## config.mk

```make
export PLATFORM = sky130hd
export DESIGN_NAME = kws_cmd_bridge
export DESIGN_NICKNAME = d
export VERILOG_FILES = /design/src/rtl/cmd_pkg.sv /design/src/rtl/kws_cmd_bridge_rise_detect.sv /design/src/rtl/kws_cmd_bridge.sv
export SDC_FILE = /design/constraint.sdc
export NUM_CORES = 1
export LEC_CHECK = 0
export ABC_AREA = 1
export BUFFER_PORTS_ARGS = -buffer_cell sky130_fd_sc_hd__clkbuf_2
export CORE_ASPECT_RATIO = 1.4
export CORE_MARGIN = 10
export CORE_UTILIZATION = 55
export DETAILED_ROUTE_END_ITERATION = 8
export PLACE_DENSITY = 0.75
export SYNTH_ARGS = -nofsm -noshare
export SYNTH_HDL_FRONTEND = slang
export SYNTH_SLANG_ARGS = --single-unit
```

## constraint.sdc

```tcl
create_clock -name clk -period 3.8 [get_ports clk]
set_input_delay 0.76 -clock clk [delete_from_list [all_inputs] [get_ports clk]]
set_output_delay 0.76 -clock clk [all_outputs]
set_load 0.01 [all_outputs]
```

## src/rtl/cmd_pkg.sv

```systemverilog
// Command codes and classifier labels shared between the KWS bridge and the command FSM,
// plus the label/confidence to command mapping.
package cmd_pkg;

  typedef enum logic [2:0] {
    WELCOME   = 3'd0,
    RECORDING = 3'd1,
    UP        = 3'd2,
    DOWN      = 3'd3,
    LEFT      = 3'd4,
    RIGHT     = 3'd5,
    STOP      = 3'd6,
    SILENCE   = 3'd7
  } cmd_t;

  localparam logic [3:0] LBL_SILENCE = 4'd0;
  localparam logic [3:0] LBL_UP      = 4'd1;
  localparam logic [3:0] LBL_DOWN    = 4'd2;
  localparam logic [3:0] LBL_LEFT    = 4'd3;
  localparam logic [3:0] LBL_RIGHT   = 4'd4;
  localparam logic [3:0] LBL_STOP    = 4'd5;

  // Confidence equal to conf_min is accepted; unknown labels fold to SILENCE.
  function automatic cmd_t label2cmd(input logic [3:0] label,
                                     input logic [7:0] conf,
                                     input logic [7:0] conf_min);
    cmd_t c;
    c = SILENCE;
    if (conf >= conf_min) begin
      case (label)
        LBL_UP:    c = UP;
        LBL_DOWN:  c = DOWN;
        LBL_LEFT:  c = LEFT;
        LBL_RIGHT: c = RIGHT;
        LBL_STOP:  c = STOP;
        default:   c = SILENCE;
      endcase
    end
    return c;
  endfunction

endpackage

```

## src/rtl/kws_cmd_bridge_rise_detect.sv

```systemverilog
// Rising-edge detector: registers the input and pulses for one cycle on a 0->1 change.
module rise_detect (
  input  logic clk,
  input  logic rstb,
  input  logic d_i,
  output logic pulse_o
);

  logic sample_q;
  logic armed_q;

  always_ff @(posedge clk or negedge rstb) begin
    if (!rstb) begin
      sample_q <= 1'b0;
      armed_q  <= 1'b0;
    end else begin
      sample_q <= d_i;
      armed_q  <= 1'b1;
    end
  end

  // A level already high when reset releases must fall and rise again to count.
  assign pulse_o = d_i && !sample_q && armed_q;

endmodule

```

## src/rtl/kws_cmd_bridge.sv

```systemverilog
// Bridges the command FSM recording flag and the ARM classifier result onto the
// 3-bit command bus: timed recording window, result wait with timeout, command hold.
module kws_cmd_bridge
  import cmd_pkg::*;
#(
  parameter int unsigned REC_CYCLES     = 50_000_000,
  parameter int unsigned RESULT_TIMEOUT = 100_000_000,
  parameter int unsigned HOLD_CYCLES    = 25_000_000,
  parameter logic [7:0]  CONF_MIN       = 8'd128,
  parameter int unsigned CNT_W          = 27
) (
  input  logic       clk,
  input  logic       rstb,
  input  logic       rec_req,
  input  logic       res_valid,
  input  logic [3:0] res_label,
  input  logic [7:0] res_conf,
  output logic       res_ready,
  output cmd_t       cmd,
  output logic       rec_active,
  output logic       timeout_err
);

  typedef enum logic [1:0] {IDLE, REC, WAIT_RES, HOLD} state_t;

  localparam logic [CNT_W-1:0] REC_LAST  = CNT_W'(REC_CYCLES - 1);
  localparam logic [CNT_W-1:0] TOUT_LAST = CNT_W'(RESULT_TIMEOUT - 1);
  localparam logic [CNT_W-1:0] HOLD_LAST = CNT_W'(HOLD_CYCLES - 1);

  state_t           state_q, state_d;
  logic [CNT_W-1:0] cnt_q, cnt_d;
  cmd_t             cmd_q, cmd_d;
  logic             tout_q, tout_d;
  logic             start;
  logic             hs;

  rise_detect u_start (
    .clk     (clk),
    .rstb    (rstb),
    .d_i     (rec_req),
    .pulse_o (start)
  );

  assign res_ready = (state_q == WAIT_RES);
  assign hs        = res_valid && res_ready;

  always_ff @(posedge clk or negedge rstb) begin
    if (!rstb) begin
      state_q <= IDLE;
      cnt_q   <= '0;
      cmd_q   <= WELCOME;
      tout_q  <= 1'b0;
    end else begin
      state_q <= state_d;
      cnt_q   <= cnt_d;
      cmd_q   <= cmd_d;
      tout_q  <= tout_d;
    end
  end

  always_comb begin
    state_d = state_q;
    cnt_d   = cnt_q;
    cmd_d   = cmd_q;
    tout_d  = 1'b0;
    case (state_q)
      IDLE: begin
        cmd_d = WELCOME;
        cnt_d = '0;
        if (start) begin
          state_d = REC;
          cmd_d   = RECORDING;
        end
      end
      REC: begin
        cnt_d = cnt_q + CNT_W'(1);
        if (cnt_q == REC_LAST) begin
          state_d = WAIT_RES;
          cnt_d   = '0;
        end
      end
      WAIT_RES: begin
        cnt_d = cnt_q + CNT_W'(1);
        // A result arriving on the last timeout cycle still wins.
        if (hs) begin
          state_d = HOLD;
          cnt_d   = '0;
          cmd_d   = label2cmd(res_label, res_conf, CONF_MIN);
        end else if (cnt_q == TOUT_LAST) begin
          state_d = HOLD;
          cnt_d   = '0;
          cmd_d   = SILENCE;
          tout_d  = 1'b1;
        end
      end
      HOLD: begin
        cnt_d = cnt_q + CNT_W'(1);
        if (cnt_q == HOLD_LAST) begin
          state_d = IDLE;
          cnt_d   = '0;
          cmd_d   = WELCOME;
        end
      end
      default: begin
        state_d = IDLE;
        cnt_d   = '0;
        cmd_d   = WELCOME;
      end
    endcase
  end

  assign cmd         = cmd_q;
  assign rec_active  = (state_q == REC);
  assign timeout_err = tout_q;

endmodule
```

# Word level (Yosys, flattened, before mapping)
# Cells that the tools add are included.
dict set report op_classes {
  addsub 1
  shift 0
  order_cmp 1
  eq_ne 15
  muxes 21
  multipliers 0
  n_reduce_logical 8
  div 0
  bitwise_logic 0
}
# op n
set ops {}
lappend ops {{$mux W27} 4}
lappend ops {{$pmux W27 S4} 1}
lappend ops {{$add A27 B1 Y27 const B} 1}
lappend ops {{$eq A27 B25 Y1 const B} 1}
lappend ops {{$eq A27 B26 Y1 const B} 1}
lappend ops {{$eq A27 B27 Y1 const B} 1}
lappend ops {{$pmux W3 S5} 1}
lappend ops {{$mux W3} 4}
lappend ops {{$mux W2} 5}
lappend ops {{$pmux W3 S3} 1}
lappend ops {{$eq A4 B2 Y1 const B} 2}
lappend ops {{$eq A4 B3 Y1 const B} 2}
lappend ops {{$ge A8 B8 Y1 const B} 1}
lappend ops {{$pmux W2 S4} 1}
lappend ops {{$eq A2 B2 Y1 const B} 2}
lappend ops {{$eq A4 B1 Y1 const B} 1}
lappend ops {{$mux W1} 4}
lappend ops {{$ne A2 B2 Y1 const B} 2}
lappend ops {{$reduce_and A4 Y1} 1}
lappend ops {{$logic_and A1 B1 Y1} 3}
lappend ops {{$ne A3 B1 Y1 const B} 1}
lappend ops {{$reduce_and A3 Y1} 1}
lappend ops {{$reduce_bool A3 Y1} 1}
lappend ops {{$eq A2 B1 Y1 const B} 1}
lappend ops {{3 further kinds} 3}
dict set report totals {
  mem_count 0
  latch_bits 0
  mem_bits_ro 0
  ramBits 0
  output_inout_bits 6
  reg_bits 35
  inputBits 16
  word_cells 52
}

# Longest topological paths before layout
# Gate-level depths: netlist (run 1).
dict set report depth {
  ltp_word 5
  ltp_mapped 11
  mapped_depth_nobuf 11
}

# Modules after synthesis
# From an unflattened synthesis (run 1), not the netlist that was laid out.
dict set report hier_totals {
  hier_cells 325
  hier_area_um2 2210.9
}
# module cells_per_inst instances seq_area_each_um2 area_per_inst_um2
set by_module_without_submodules {}
lappend by_module_without_submodules {kws_cmd_bridge 320 1 825.8 2147.1}
lappend by_module_without_submodules {rise_detect 5 1 50.0 63.8}

# Worst setup path before layout (run 1)
# No wires, ideal clock.
dict set report synth_timing {
  path_type {reg-to-reg}
  start {register cnt_q[0]}
  end {register cnt_q[10]}
  path_buffers 1
  path_slack_ns 2.231
  synth_period_minus_slack_ns 1.569
  arrival_time_ns 1.455
  setup_ns 0.114
  path_stages_with_launch 12
  t_required_ns 3.686
  path_cell_list {dfrtp_1 > ha_1 > nand2_1 > nor2_4 > nand2_1 > nor2_1 > nand2_1 > nand2_4 > nand3_4 > buf_6 > nand3_1 > inv_1}
}
dict set report synth_via {
  elab_chain_cells 4
  word_cells_on_any_way 9
  cone_classes {add/sub: 1; eq/ne: 3; mux: 5}
}
# element line_no
set synth_lines {}
lappend synth_lines {{start: declaration} kws_cmd_bridge.sv:31} ;# logic [CNT_W-1:0] cnt_q, cnt_d;
lappend synth_lines {{start signal: assignment} kws_cmd_bridge.sv:55} ;# cnt_q <= cnt_d;
lappend synth_lines {{$add A27 B1 Y27 or $eq A27 B27 Y1 (tied branches)} -}
lappend synth_lines {{$mux W27} kws_cmd_bridge.sv:89} ;# end else if (cnt_q == TOUT_LAST) begin
lappend synth_lines {{$mux W27} kws_cmd_bridge.sv:85} ;# if (hs) begin
lappend synth_lines {{$pmux W27 S4 *} kws_cmd_bridge.sv:66} ;# case (state_q)
lappend synth_lines {{net cnt_d[10]} kws_cmd_bridge.sv:31}
# Mark *: on every way through the listed nets, which the timed path passes. The rest lies on a longest branch.
# A chain may end at the register's enable or synchronous reset.

# Final worst setup path (run 1)
dict set report layout_timing {
  start {register state_q[0]}
  end {output port res_ready}
}
dict set report layout_via {
  elab_chain_cells 1
}
# element line_no
set layout_lines {}
lappend layout_lines {{start: declaration} kws_cmd_bridge.sv:30} ;# state_t state_q, state_d;
lappend layout_lines {{start signal: assignment} kws_cmd_bridge.sv:54} ;# state_q <= state_d;
lappend layout_lines {{$eq A2 B2 Y1} kws_cmd_bridge.sv:44} ;# assign res_ready = (state_q == WAIT_RES);
lappend layout_lines {{end: declaration} kws_cmd_bridge.sv:18} ;# output logic res_ready,
# No other way between the ends.

==> impl_results.html, run 1 <==
<table>
<tr><th>Metric</th><th>Value</th></tr>
<tr><th colspan="2">Run status</th></tr>
<tr><td>Outcome</td><td>finished clean</td></tr>
<tr><th colspan="2">Drt</th></tr>
<tr><td>DR iter-0 viols</td><td>95</td></tr>
<tr><td>First-pass DRT Iterations</td><td>4</td></tr>
<tr><td>Final routed wire length divided by cell count</td><td>between 10 and 15 um</td></tr>
<tr><td>Via count</td><td>about 1,900</td></tr>
<tr><td>Detailed Route WL</td><td>about 4.6 mm</td></tr>
<tr><td>ANT nets after route</td><td>0</td></tr>
<tr><td>Total DRC errors in the routed layout</td><td>0</td></tr>
<tr><td>DR vias/cell</td><td>5.05</td></tr>
<tr><th colspan="2">Timing</th></tr>
<tr><td>Final min period</td><td>roughly 2.0 ns</td></tr>
<tr><td>Max Clk Rate</td><td>0.506 GHz</td></tr>
<tr><td>Setup repair after global routing missed its margin</td><td>no</td></tr>
<tr><td>Least-Margin Pin Slew</td><td>roughly 0.89 ns</td></tr>
<tr><td>Final WS setup</td><td>approximately 1.8 ns</td></tr>
<tr><td>Clock Skews</td><td>approximately 0.0075 ns</td></tr>
<tr><td>Count of pins over their slew limit</td><td>0</td></tr>
<tr><td>Worst Hold Slack</td><td>0.458 ns</td></tr>
<tr><td>Sum Neg Setup Slack</td><td>0 ns</td></tr>
<tr><td>Slew headroom</td><td>0.405</td></tr>
<tr><td>Portion of the clock cycle consumed by the worst path in the final layout</td><td>0.520</td></tr>
<tr><td># setup viols final</td><td>0</td></tr>
<tr><td>Hold Violations, Final</td><td>0</td></tr>
<tr><th colspan="2">Synthesis</th></tr>
<tr><td>Largest family of logic cells by synthesized area</td><td>simple AND/OR/NAND/NOR gates</td></tr>
<tr><td>Top FF cell, synth</td><td>sky130_fd_sc_hd__dfrtp_1</td></tr>
<tr><td>Total of flip-flops plus latches after synthesis</td><td>35</td></tr>
<tr><td>Compound-cell area share of the yosys netlist</td><td>0.0477</td></tr>
<tr><td>Post-Synthesis Mean Instance Area</td><td>just under 7 sq um</td></tr>
<tr><td>Share of the synthesized netlist area taken by xor and xnor gates</td><td>0.0472</td></tr>
<tr><td>Simple-gate portion of the synthesized area</td><td>0.391</td></tr>
<tr><td>Part of the Yosys area used for sequential elements</td><td>0.393</td></tr>
<tr><td>Number of different library cells in the post-synthesis netlist</td><td>28</td></tr>
<tr><td>Number of synthesis warnings</td><td>0</td></tr>
<tr><td>Cell area after technology mapping</td><td>approximately 2200 sq um</td></tr>
<tr><td>Syn nets</td><td>343</td></tr>
<tr><td>Adder and majority cell fraction of the synthesized area</td><td>0.0281</td></tr>
<tr><td>Fraction of synthesis flops using an asynchronous set or reset pin</td><td>1.00</td></tr>
<tr><td>Multiplexer share of the synthesized area</td><td>0</td></tr>
<tr><td>Synthesized instance count</td><td>approximately 320</td></tr>
<tr><td>Post-synth EDFFs</td><td>0</td></tr>
<tr><th colspan="2">GRT</th></tr>
<tr><td>Wire length of the first global-routing pass</td><td>8.25 mm</td></tr>
<tr><td>Pin count of the biggest net entering global routing</td><td>36</td></tr>
<tr><td>Overall Global Routing Usage</td><td>0.147</td></tr>
<tr><td>Via count of the first global-routing pass</td><td>approximately 1,900</td></tr>
<tr><td>Overflow left after global routing</td><td>0</td></tr>
<tr><td>Number of antenna violations at the first check in global routing</td><td>0</td></tr>
<tr><th colspan="2">Final layout</th></tr>
<tr><td>Fillcell total</td><td>~400</td></tr>
<tr><td>Antenna diodes</td><td>0</td></tr>
<tr><td>Ratio of cells with drive above 1 in the final layout</td><td>0.111</td></tr>
<tr><td>Non-Filler Instances</td><td>~380</td></tr>
<tr><td>Area Overhead vs Synth</td><td>9.49%</td></tr>
<tr><td>Most common cell after layout, fill and taps aside</td><td>sky130_fd_sc_hd__nand2_1</td></tr>
<tr><td>Final core utilization</td><td>0.623</td></tr>
<tr><td>Post-layout nets</td><td>between 300 and 400</td></tr>
<tr><td>Highest-count cells in the layout ignoring fill and taps</td><td>sky130_fd_sc_hd__nand2_1 (91), sky130_fd_sc_hd__nor2_1 (60), sky130_fd_sc_hd__inv_1 (50), sky130_fd_sc_hd__dfrtp_1 (35), sky130_fd_sc_hd__nand3_1 (15)</td></tr>
<tr><th colspan="2">Min path</th></tr>
<tr><td>Classification of the worst-slack hold path</td><td>reg -&gt; reg</td></tr>
<tr><th colspan="2">Floorplan</th></tr>
<tr><td>DIE HEIGHT</td><td>~95 um</td></tr>
<tr><td>Effective utilization at floorplan</td><td>0.569</td></tr>
<tr><td>Die footprint</td><td>7030 sq um</td></tr>
<tr><td>Std-Cell Core Area</td><td>3920 sq um</td></tr>
<tr><td>Number of ports placed on the die boundary</td><td>22</td></tr>
<tr><td>Horizontal die dimension</td><td>between 70 and 80 um</td></tr>
<tr><td>Number of core rows</td><td>27</td></tr>
<tr><th colspan="2">Power and ir drop</th></tr>
<tr><td>Switching pwr</td><td>0.416 mW</td></tr>
<tr><td>Clock power frac</td><td>0.282</td></tr>
<tr><td>Part of the power in combinational logic</td><td>0.340</td></tr>
<tr><td>Leakage component of the power</td><td>approximately 1.3 nW</td></tr>
<tr><td>Portion of total power attributed to sequential cells</td><td>0.379</td></tr>
<tr><td>P_int</td><td>about 0.71 mW</td></tr>
<tr><td>Worst IR Drop VDD</td><td>between 400 and 500 uV</td></tr>
<tr><td>Net switching share of the total power</td><td>0.369</td></tr>
<tr><td>Cell Pwr Density</td><td>around 460 nW/um^2</td></tr>
<tr><th colspan="2">Placement</th></tr>
<tr><td>Number of cells after detailed placement</td><td>around 380</td></tr>
<tr><td>Worst setup timing slack at the placement stage</td><td>1.83 ns</td></tr>
<tr><td>Final weighted congestion in routability-driven placement</td><td>roughly 0.94</td></tr>
<tr><td>HPWL after detailed placement</td><td>between 3 and 4 mm</td></tr>
<tr><td>Port Buffers</td><td>14</td></tr>
<tr><th colspan="2">CTS</th></tr>
<tr><td>Clock Latency Late Sink</td><td>around 0.29 ns</td></tr>
<tr><td>H-tree levels</td><td>2</td></tr>
<tr><td>TritonCTS sink count</td><td>35</td></tr>
<tr><td>Worst-path clk slew</td><td>0.06 ns</td></tr>
<tr><td>Number of gates resized after cts</td><td>0</td></tr>
<tr><td>Buffers from clock root to sink, at most</td><td>2</td></tr>
<tr><td>Number of clock buffers inserted by TritonCTS</td><td>5</td></tr>
<tr><td>TritonCTS clock tree</td><td>built</td></tr>
<tr><td>Post CTS Setup Buffer Count</td><td>0</td></tr>
<tr><td>Hold Buf Count CTS</td><td>0</td></tr>
<tr><td>Clock Tree Root</td><td>sky130_fd_sc_hd__clkbuf_8</td></tr>
<tr><th colspan="2">Setup path</th></tr>
<tr><td>Element type at the critical path start</td><td>flip-flop</td></tr>
<tr><td>WP data required</td><td>between 3 and 4 ns</td></tr>
<tr><td>CP endpoint kind</td><td>output port</td></tr>
<tr><td>Critical-path maximum fanout</td><td>7</td></tr>
<tr><td>Path type of the worst setup path</td><td>reg -&gt; out</td></tr>
<tr><td>Worst endpoint data arrival time</td><td>1.22 ns</td></tr>
<tr><th colspan="2">Flow run</th></tr>
<tr><td>Max-cap viol count</td><td>0</td></tr>
</table>
## cell type report
cell class | instances | area, sq um | area share
clock buffers | 6 | 72.6 | 0.0297
clock inverters | 1 | 30.0 | 0.0123
inverters | 50 | 188 | 0.0769
multi-input cells | 235 | 1150 | 0.471
flip-flops and latches | 35 | 876 | 0.359
well taps | 43 | 53.8 | 0.0221
repair buffers | 14 | 70.1 | 0.0287
## synthesized netlist by cell type (4+ instances only)
cell	number	area, sq um
sky130_fd_sc_hd__nand2_1	91	342
sky130_fd_sc_hd__nor2_1	60	225
sky130_fd_sc_hd__inv_1	50	188
sky130_fd_sc_hd__dfrtp_1	35	876
sky130_fd_sc_hd__nand3_1	15	75.1
sky130_fd_sc_hd__o21ai_0	10	50.1
sky130_fd_sc_hd__xor2_1	9	78.8
sky130_fd_sc_hd__nand4_1	6	37.5
sky130_fd_sc_hd__ha_1	5	62.6
sky130_fd_sc_hd__o21ai_1	5	25.0
sky130_fd_sc_hd__nand2_2	4	25.0
sky130_fd_sc_hd__nor2_2	4	25.0
sky130_fd_sc_hd__nor3_1	4	20.0
## final timing paths
kind,slack [ns],start,depth (start not counted),to
hold / removal,0.46,cnt_q[0],1,cnt_q[0]
min in group asynchronous,0.58,rstb,1,cnt_q[23]
setup reg to reg,1.85,cnt_q[0],10,cnt_q[17]
hold reg to reg,0.46,cnt_q[0],1,cnt_q[0]
setup / recovery,1.82,state_q[0],3,res_ready
max in group asynchronous,2.65,rstb,1,cnt_q[16]
## flip-flops by register name (all words and copies together), names as in the netlist
register / count
state_q: 2
cnt_q: 27
u_start.sample_q: 1
timeout_err: 1
cmd: 3
u_start.armed_q: 1
## kinds of logic after synthesis
family / count (synthesis)
AOI/OAI and AO/OA: 20
xor gates and xnor gates: 12
adders and majority gates: 5
buffers and inverters: 52
DFF: 35
other: 1
and+or+nand+nor: 197
## critical path, stage by stage, from the launching register on
cell,delay [ns]
sky130_fd_sc_hd__dfrtp_1,0.41
sky130_fd_sc_hd__inv_1,0.09
sky130_fd_sc_hd__ha_1,0.26
sky130_fd_sc_hd__clkbuf_2,0.17
## metal layers
metal  vias up  part of all wire  wire length [um]  GRT usage
met5         -                 0                 0          0
met4         0             0.018                84     0.0639
met3         7             0.040               187     0.0353
met2        30              0.53              2470      0.266
met1       881              0.41              1880      0.157
li1       1023                 -                 -          -
## metrics by stage
step | total power [mW] | area [sq um]
floorplan | 0.731 | 2230
global placement | 0.817 | 2340
detailed placement | 0.826 | 2340
CTS | 1.15 | 2440
global route | 1.22 | 2440
finish | 1.13 | 2440
## power groups by stage
stage               logic (mW)  clock network (mW)  registers [mW]
floorplan                0.295                   0           0.436
detailed placement       0.391                   0           0.435
CTS                      0.392               0.327           0.428
finish                   0.384               0.318           0.428
global route             0.450               0.343           0.431
global placement         0.385                   0           0.433
Note: power is estimated with default switching activity, not from simulation.
==> inputs of run 2 (changes only) <==
--- a/config.mk
+++ b/config.mk
@@ -9,9 +9,9 @@
 export BUFFER_PORTS_ARGS = -buffer_cell sky130_fd_sc_hd__clkbuf_2
 export CORE_ASPECT_RATIO = 1.4
 export CORE_MARGIN = 10
-export CORE_UTILIZATION = 55
+export CORE_UTILIZATION = 53
 export DETAILED_ROUTE_END_ITERATION = 8
-export PLACE_DENSITY = 0.75
+export PLACE_DENSITY = 0.76
 export SYNTH_ARGS = -nofsm -noshare
 export SYNTH_HDL_FRONTEND = slang
 export SYNTH_SLANG_ARGS = --single-unit
==> constraint.sdc (replaced) <==
create_clock -name clk -period 1.7 [get_ports clk]
set_input_delay 0.34 -clock clk [delete_from_list [all_inputs] [get_ports clk]]
set_output_delay 0.34 -clock clk [all_outputs]
set_load 0.01 [all_outputs]
==> run 2 against run 1 <==
- the run now ends with negative hold slack left
- routed wire length up 5.9%
- first-iteration DRC count up 28%
- utilization up 3.9 points
- register-to-register slack worse by 1.8 ns
- critical path type is now reg -> reg
==> impl_results.html, run 2 (same netlist as run 1, synthesis figures left out) <==
<table>
<tr><th>Metric</th><th>Value</th></tr>
<tr><th colspan="2">Run status</th></tr>
<tr><td>Outcome</td><td>finished with violations</td></tr>
<tr><td>Failing checks</td><td>negative hold slack</td></tr>
<tr><th colspan="2">Timing</th></tr>
<tr><td># setup viols final</td><td>0 (unchanged)</td></tr>
<tr><td>Max Clk Rate</td><td>around 0.59 GHz</td></tr>
<tr><td>Hold Violations, Final</td><td>17 (+17)</td></tr>
<tr><td>Count of pins over their slew limit</td><td>0 (unchanged)</td></tr>
<tr><td>Clock Skews</td><td>0.00966 ns (+0.00216 ns)</td></tr>
<tr><td>Worst Hold Slack</td><td>-0.00420 ns (-0.462 ns)</td></tr>
<tr><td>Setup repair after global routing missed its margin</td><td>yes</td></tr>
<tr><td>Portion of the clock cycle consumed by the worst path in the final layout</td><td>0.993</td></tr>
<tr><td>Final min period</td><td>between 1.5 and 2 ns</td></tr>
<tr><th colspan="2">CTS</th></tr>
<tr><td>Buffers from clock root to sink, at most</td><td>2 (unchanged)</td></tr>
<tr><td>Number of clock buffers inserted by TritonCTS</td><td>5 (unchanged)</td></tr>
<tr><td>Clock Tree Root</td><td>sky130_fd_sc_hd__clkbuf_8</td></tr>
<tr><td>Clock Latency Late Sink</td><td>0.29 ns (about the same)</td></tr>
<tr><td>TritonCTS clock tree</td><td>built</td></tr>
<tr><td>Worst-path clk slew</td><td>0.07 ns (about the same)</td></tr>
<tr><td>Hold Buf Count CTS</td><td>0 (unchanged)</td></tr>
<tr><td>TritonCTS sink count</td><td>35 (unchanged)</td></tr>
<tr><td>H-tree levels</td><td>2 (unchanged)</td></tr>
<tr><th colspan="2">Drt</th></tr>
<tr><td>DR iter-0 viols</td><td>122 (+28%)</td></tr>
<tr><td>DR vias/cell</td><td>5.03 (-0.44%)</td></tr>
<tr><td>ANT nets after route</td><td>0 (unchanged)</td></tr>
<tr><td>Detailed Route WL</td><td>4.90 mm (+5.9%)</td></tr>
<tr><td>Final routed wire length divided by cell count</td><td>12.3 um (+2.2%)</td></tr>
<tr><td>Via count</td><td>2,003 (+3.2%)</td></tr>
<tr><td>First-pass DRT Iterations</td><td>5 (+1)</td></tr>
<tr><td>Total DRC errors in the routed layout</td><td>0 (unchanged)</td></tr>
<tr><th colspan="2">Setup path</th></tr>
<tr><td>Critical-path maximum fanout</td><td>16 (+9)</td></tr>
<tr><td>WP data required</td><td>1.89 ns (-1.15 ns)</td></tr>
<tr><td>CP endpoint kind</td><td>flip-flop</td></tr>
<tr><td>Element type at the critical path start</td><td>flip-flop</td></tr>
<tr><td>Critical Path, Cell by Cell</td><td>ha_2 -&gt; nand2_2 -&gt; nor2_4 -&gt; nand2_4 -&gt; nor2_2 -&gt; nand2_2 -&gt; nand2_4 -&gt; nand3_4 -&gt; buf_12 -&gt; nand2_1 -&gt; inv_1</td></tr>
<tr><td>Delay of the slowest critical-path stage</td><td>0.36 ns (-0.05 ns)</td></tr>
<tr><td>Worst endpoint data arrival time</td><td>1.88 ns (+0.66 ns)</td></tr>
<tr><td>Path type of the worst setup path</td><td>reg -&gt; reg</td></tr>
<tr><td>Critical Path Slowest Stage Cell</td><td>sky130_fd_sc_hd__dfrtp_1</td></tr>
<tr><th colspan="2">GRT</th></tr>
<tr><td>Pin count of the biggest net entering global routing</td><td>19 (-47%)</td></tr>
<tr><td>Via count of the first global-routing pass</td><td>1,937 (+2.4%)</td></tr>
<tr><td>Number of antenna violations at the first check in global routing</td><td>0 (unchanged)</td></tr>
<tr><td>Overflow left after global routing</td><td>0 (unchanged)</td></tr>
<tr><td>Overall Global Routing Usage</td><td>0.145 (-0.00214)</td></tr>
<tr><td>Wire length of the first global-routing pass</td><td>8.52 mm (+3.3%)</td></tr>
<tr><th colspan="2">Flow run</th></tr>
<tr><td>Max-cap viol count</td><td>0 (unchanged)</td></tr>
<tr><th colspan="2">Floorplan</th></tr>
<tr><td>Number of core rows</td><td>27 (unchanged)</td></tr>
<tr><td>Number of ports placed on the die boundary</td><td>22 (unchanged)</td></tr>
<tr><td>Effective utilization at floorplan</td><td>0.559 (-0.00964)</td></tr>
<tr><td>DIE HEIGHT</td><td>96.7 um (+1.5%)</td></tr>
<tr><td>Die footprint</td><td>7230 sq um (+2.9%)</td></tr>
<tr><td>Std-Cell Core Area</td><td>3990 sq um (+1.7%)</td></tr>
<tr><td>Horizontal die dimension</td><td>74.8 um (+1.4%)</td></tr>
<tr><th colspan="2">Placement</th></tr>
<tr><td>Final weighted congestion in routability-driven placement</td><td>0.908 (-3.2%)</td></tr>
<tr><td>Placed standard-cell area</td><td>2420 sq um (+3.7%)</td></tr>
<tr><td>Number of cells after detailed placement</td><td>387 (+2.7%)</td></tr>
<tr><td>Port Buffers</td><td>14 (unchanged)</td></tr>
<tr><td>HPWL after detailed placement</td><td>3.76 mm (+4.2%)</td></tr>
<tr><th colspan="2">Final layout</th></tr>
<tr><td>Ratio of cells with drive above 1 in the final layout</td><td>0.194 (+0.0829)</td></tr>
<tr><td>Final core utilization</td><td>0.662 (+0.0390)</td></tr>
<tr><td>Non-Filler Instances</td><td>398 (+3.6%)</td></tr>
<tr><td>Highest-count cells in the layout ignoring fill and taps</td><td>sky130_fd_sc_hd__nand2_1 (84), sky130_fd_sc_hd__nor2_1 (55), sky130_fd_sc_hd__inv_1 (49), sky130_fd_sc_hd__dfrtp_1 (35), sky130_fd_sc_hd__clkbuf_2 (14)</td></tr>
<tr><td>Most common cell after layout, fill and taps aside</td><td>sky130_fd_sc_hd__nand2_1</td></tr>
<tr><td>Area Overhead vs Synth</td><td>18.4%</td></tr>
<tr><td>Largest Register</td><td>cnt_q</td></tr>
<tr><td>Antenna diodes</td><td>0 (unchanged)</td></tr>
<tr><td>Post-Layout Inst Area</td><td>2640 sq um (+8.1%)</td></tr>
<tr><td>Post-layout nets</td><td>375 (+3.6%)</td></tr>
<tr><td>Max reg flops</td><td>27 (unchanged)</td></tr>
<tr><th colspan="2">Power and ir drop</th></tr>
<tr><td>Leakage component of the power</td><td>1.36 nW (+8.4%)</td></tr>
<tr><td>Overall power of the completed layout</td><td>2.78 mW (+150%)</td></tr>
<tr><td>Worst IR Drop VDD</td><td>1030 uV (+150%)</td></tr>
<tr><td>Cell Pwr Density</td><td>1050 nW/um^2 (+130%)</td></tr>
<tr><th colspan="2">Min path</th></tr>
<tr><td>Classification of the worst-slack hold path</td><td>in -&gt; async</td></tr>
</table>
## run 2: worst paths after layout
check	cells after the start	from	to	slack [ns]
worst max-delay path	11	cnt_q[1]	cnt_q[12]	0.01
worst min-delay path	1	rstb	cnt_q[3]	-0.004
worst max register to register	11	cnt_q[1]	cnt_q[12]	0.01
worst min register to register	2	cmd[0]	cmd[0]	0.50
max in group asynchronous	2	rstb	cnt_q[16]	1.25
min in group clk	1	rec_req	u_start.sample_q	0.17
## run 2: area by class of cell
type / instances / area, sq um
Timing Repair Buffer: 27 / 193
Sequential cell: 35 / 876
Inverter: 50 / 188
Tap cell: 43 / 53.8
Multi-Input combinational cell: 235 / 1210
Clock inverter: 3 / 43.8
Fill cell: 348 / 1350
Clock buffer: 5 / 68.8
## run 2: per-stage QoR
stage / hold slack, ns / setup TNS, ns / worst slack, ns
after global routing: 0.0114 / -2.21 / -0.110
after floorplan: 0.0444 / 0 / 0.131
final: -0.00420 / 0 / 0.0125
after CTS: 0.00571 / 0 / 0.00399
after detailed placement: 0.318 / -0.921 / -0.0685
after global placement: 0.311 / -0.305 / -0.0470
## run 2: power breakdown
group          internal, mW  leakage (nW)  switching [mW]
combinational         0.405         0.824           0.676
clock                 0.436        0.0581           0.311
sequential            0.906         0.477          0.0469
## run 2: critical path: cells and delay by family (launching register included)
family,cells,cell delay [ns]
fa+ha+maj,1,0.19
flops,1,0.36
simple gates,8,0.83
buf+inv,2,0.20
## run 2: timing repair
action,4_1_cts,5_1_grt
setup endpoints to repair,26,32
gates resized for setup,3,22
pin swaps,0,6
buffers inserted,0,3
## run 2: per-layer routing
layer	vias to the layer above	global-route usage	wire [um]
met5	-	0	0
met1	903	0.161	1960
met2	33	0.250	2640
met4	0	0.0567	122
li1	1054	-	-
met3	13	0.0388	180
